[src/rtl/serdes_pkg.sv]
// Shared serdes definitions: deserializer FSM state type and the constants
// common to the serializer/deserializer pair (default word width, sync word).
// Ports: none (package).
package serdes_pkg;

  // Word-alignment state of the deserializer.
  typedef enum logic [0:0] {
    HUNT   = 1'b0,
    LOCKED = 1'b1
  } deser_state_t;

  // Defaults shared by both ends of the link.
  localparam int          SERDES_WIDTH     = 2;
  localparam int          SERDES_LOGWIDTH  = 1;
  localparam logic [1:0]  SERDES_SYNC_WORD = 2'b10;

endpackage

[src/rtl/deserializer.sv]
// Serial-to-parallel converter with sync-word alignment (HUNT/LOCKED FSM).
// Ports: clk, reset (async, active-high), data_i (serial, LSB first),
//        resync_i (drop lock), data_o/valid_o (word + 1-cycle strobe), locked_o.
module deserializer
  import serdes_pkg::*;
#(
  parameter int                 WIDTH     = SERDES_WIDTH,
  parameter int                 LOGWIDTH  = SERDES_LOGWIDTH,
  parameter logic [WIDTH-1:0]   SYNC_WORD = SERDES_SYNC_WORD
) (
  input  logic              clk,
  input  logic              reset,
  input  logic              data_i,
  input  logic              resync_i,
  output logic [WIDTH-1:0]  data_o,
  output logic              valid_o,
  output logic              locked_o
);

  deser_state_t         state;
  logic [LOGWIDTH-1:0]  cnt;
  logic [WIDTH-1:0]     shift;
  logic [WIDTH-1:0]     shift_next;
  logic                 word_done;

  // New bit enters at the MSB; after WIDTH samples bit 0 is the earliest bit.
  // Comparisons use shift_next so the bit sampled on this edge is included.
  assign shift_next = {data_i, shift[WIDTH-1:1]};
  assign word_done  = (cnt == LOGWIDTH'(WIDTH - 1));

  always_ff @(posedge clk or posedge reset) begin
    if (reset) begin
      state    <= HUNT;
      cnt      <= '0;
      shift    <= '0;
      data_o   <= '0;
      valid_o  <= 1'b0;
      locked_o <= 1'b0;
    end else begin
      shift   <= shift_next;
      valid_o <= 1'b0;
      case (state)
        HUNT: begin
          // resync_i is deliberately ignored while hunting.
          if (shift_next == SYNC_WORD) begin
            state    <= LOCKED;
            cnt      <= '0;
            locked_o <= 1'b1;
          end
        end
        LOCKED: begin
          if (resync_i) begin
            // Resync wins over a completing word: partial/complete word dropped.
            state    <= HUNT;
            cnt      <= '0;
            locked_o <= 1'b0;
          end else if (word_done) begin
            // Explicit wrap so non-power-of-two widths count correctly.
            cnt <= '0;
            if (shift_next != SYNC_WORD) begin
              data_o  <= shift_next;
              valid_o <= 1'b1;
            end
          end else begin
            cnt <= cnt + LOGWIDTH'(1);
          end
        end
        default: begin
          state    <= HUNT;
          cnt      <= '0;
          locked_o <= 1'b0;
        end
      endcase
    end
  end

endmodule
[config.mk]
export PLATFORM = sky130hd
export DESIGN_NAME = deserializer
export DESIGN_NICKNAME = d
export VERILOG_FILES = /design/src/rtl/serdes_pkg.sv /design/src/rtl/deserializer.sv
export SDC_FILE = /design/constraint.sdc
export NUM_CORES = 1
export LEC_CHECK = 0
export ABC_AREA = 0
export CELL_PAD_IN_SITES_DETAIL_PLACEMENT = 0
export CELL_PAD_IN_SITES_GLOBAL_PLACEMENT = 1
export CORE_AREA = 2 2 39 41
export DETAILED_ROUTE_END_ITERATION = 7
export DIE_AREA = 0 0 41 43
export HOLD_SLACK_MARGIN = 0.03
export PLACE_DENSITY = 0.54
export REMOVE_ABC_BUFFERS = 1
export SYNTH_ARGS = -nofsm -noshare
export SYNTH_HDL_FRONTEND = slang
export SYNTH_SLANG_ARGS = --single-unit
[constraint.sdc]
create_clock -name clk -period 1.35 [get_ports clk]
set_input_delay 0.27 -clock clk [delete_from_list [all_inputs] [get_ports clk]]
set_output_delay 0.27 -clock clk [all_outputs]
set_load 0.02 [all_outputs]
==> impl_metrics.csv <==
group,metric,value,unit
routing,viasPerCell,4.333,
cells_and_area,drive_above_1_share,12.50,%
place,io_buffers,7,
sta,timing.hold.ws,0.2513,ns
die,coreArea,0.001384,mm2
synth,synth.distinct_cells,13,
critical_path,crit_start,"locked_o",
run,cap_violations,0,
cells_and_area,nets,37,
routing,via_count,208,
power_and_ir_drop,leakagePower,0.1779,nW
outcome,outcome,"finished clean",
routing,dr.pass1.iters,4,
sta,fin_crit_sh,90.47,%
synth,ys_ff_latch,7,
cells_and_area,multiInputGateArea,97.59,um2
synth,synth_simple_gate_area_share,22.62,%
sta,maxSlewHeadroom,81.99,%
critical_path,cp-start-kind,"flip-flop",
synth,synth_top_family_by_area,"simple AND/OR/NAND/NOR gates",
cts,htree_levels,1,
global_route,grt_pass1_vias,218,
critical_path,crit_arrival,0.95,ns
critical_path,r2r_end,"data_o[1]",
cells_and_area,layout_commonest_cell,"dfrtp_1",
sta,min_period,1.221,ns
cells_and_area,fillers,147,
power_and_ir_drop,peakVddDrop,0.6338,mV
synth,synth_area_leaders,"dfrtp_1 (63%), nand2b_1 (6.8%), nor3b_2 (4.5%), nand4bb_1 (4.1%), and4b_1 (3.6%)",
cts,cts.sinks,7,
sta,setup_viol,0,
power_and_ir_drop,power.total,0.0006458,W
sta,fin_skew,0.002551,ns
critical_path,critical_path_buf_inv_count,1,
sta,drv_slew,0,
critical_path,cp.depth,1,
routing,routed_wl,534,um
cts,clk_path_buf_depth,2,
sta,fmaxAchievable,818.7,MHz
routing,drc,0,
routing,first_iter_violations,3,
critical_path,endpoint,"locked_o",
place,dpl_cell_area,366.6,um2
die,dieWidth,41,um
synth,yosysSeqAreaShare,63.35,%
routing,antenna_left,0,
cells_and_area,post-route-cell-area,387.9,um2
place,place_congestion,0.6968,
synth,yosysTopAreaCell,"dfrtp_1",
synth,syn-cell-area,276.5,um2
global_route,grt-ovfl-total,0,
critical_path,rr_startpoint,"state",
synth,synth_area_per_cell,13.17,um2
die,io_pins,8,
cells_and_area,areaGrowthSynthToFinish,40.27,%
global_route,grt.total_usage,8.418,%
die,dieArea,0.001763,mm2
die,rows,14,
critical_path,path_delay_family,"flip-flops",
synth,postSynthCellCount,21,
cts,cts_tree,"done",
critical_path,cp_cell_sequence,"dlygate4sd2_1",
global_route,grt_start_max_net_pins,8,
synth,yosys_warnings,0,
cells_and_area,final-seq-area,175.2,um2
synth,synth_compound_area_share,12.67,%
cts,post_cts_buffers,0,
die,chipHeight,43,um
global_route,grt_pass1_wl,945,um
critical_path,reg2regPathDepth,2,
sta,rsz0062_at_grt,"no",
cells_and_area,diodes,0,
synth,synth_top_area_share,63.35,%
power_and_ir_drop,powerDensity,1665,mW/mm2
global_route,antenna_found_initial,0,
critical_path,worstSetupPathType,"flip-flop to output pin",
critical_path,slowest_delay,0.38,ns
routing,routedWlPerCell,11.13,um
worst_hold_path,hold_class,"input port to async pin",
synth,synth_xor_area_share,0,%
critical_path,critPathRequiredTime,1.08,ns
cts,path_clk_slew,0.05,ns
critical_path,cp_max_fo,2,
critical_path,endpoint_kind,"output pin",
synth,muxShareOfSynthArea,0,%
synth,synthAdderAreaFrac,0,%
sta,fin_tns_setup,0,ns
cts,cts_buffers,3,
critical_path,crit_slowest_cell,"dfrtp_1",
cells_and_area,final_cell_mix,"dfrtp_1 (7), dlygate4sd2_1 (4), nand2b_1 (3), clkbuf_4 (3), clkdlybuf4s50_1 (3)",
critical_path,reg2reg_slack,0.43,ns
sta,hold_viol,0,
die,initial_core_util,19.98,%
sta,tightestPinTransition,0.2699,ns
cts,cts_root_buf,"clkbuf_4",
cts,clk_latency,0.25,ns
cell families (layout without fill, tap and decap cells):
group,count (synthesis),count (layout)
simple gates,8,8
flops,7,7
compound gates,5,5
buf+inv,1,12
worst register-to-register path: stages, from the launching register on:
cell     delay, ns
dfrtp_1       0.43
and4b_1       0.22
o21a_1        0.16
where the power goes:
group / internal [W] / switching, W / leakage (nW)
logic: 0.0000776 / 0.0000846 / 0.0763
registers: 0.000258 / 0.0000324 / 0.0867
clock network: 0.000113 / 0.0000803 / 0.0150
Yosys cell counts, drive strengths merged:
master   count
nand4bb      1
o2bb2ai      1
o21a         1
nand2b       3
nand2        1
o21ai        1
o22ai        1
inv          1
dfrtp        7
nor2b        1
nor3b        1
a21o         1
and4b        1
layout make-up:
cell class              instances  share of cell area [%]
flip-flops and latches          7                   45.16
repair buffers                  7                   16.77
clock buffers                   4                   6.774
inverters                       1                  0.9677
well taps                      16                   5.161
multi-input cells              13                   25.16
flip-flops by register name (all words and copies together), names as in the netlist:
signal and count:
shift 1, valid_o 1, cnt 1, locked_o 1, data_o 2, state 1
what timing repair did:
action | in CTS | in global routing
resized for setup | 4 | 0
hold buffers | 0 | 0
endpoints found under the setup margin | 4 | 0
routing by layer:
metal  vias to the layer above  GRT usage (%)  part of all wire [%]  wire, um
li1                         97              -                     -         -
met1                        99          9.967                    42       225
met2                        10          11.88                    43       231
met3                         2          1.571                   9.7        52
met4                         0          8.000                   4.7        25
met5                         -              0                     0         0
how the worst min path moves through the flow:
stage                     startpoint         to  slack (ns)  cells past startpoint
after floorplan                reset        cnt        0.07                      1
after global placement     data_o[0]  data_o[0]        0.47                      1
after detailed placement   data_o[0]  data_o[0]        0.47                      1
after CTS                      reset  data_o[1]        0.26                      2
after global routing           reset    valid_o        0.29                      2
final                          reset    valid_o        0.25                      2
per-stage QoR:
| stage | std cells | util (%) | setup WS [ns] |
|---|---|---|---|
| floorplan | 21 | - | 0.4876 |
| global placement | 44 | 26.49 | 0.09029 |
| detailed placement | 44 | 26.49 | 0.07393 |
| CTS | 48 | 28.03 | 0.1128 |
| global route | 48 | 28.03 | 0.09330 |
| finish | 48 | 28.03 | 0.1286 |
(Power assumes the default switching activity.)
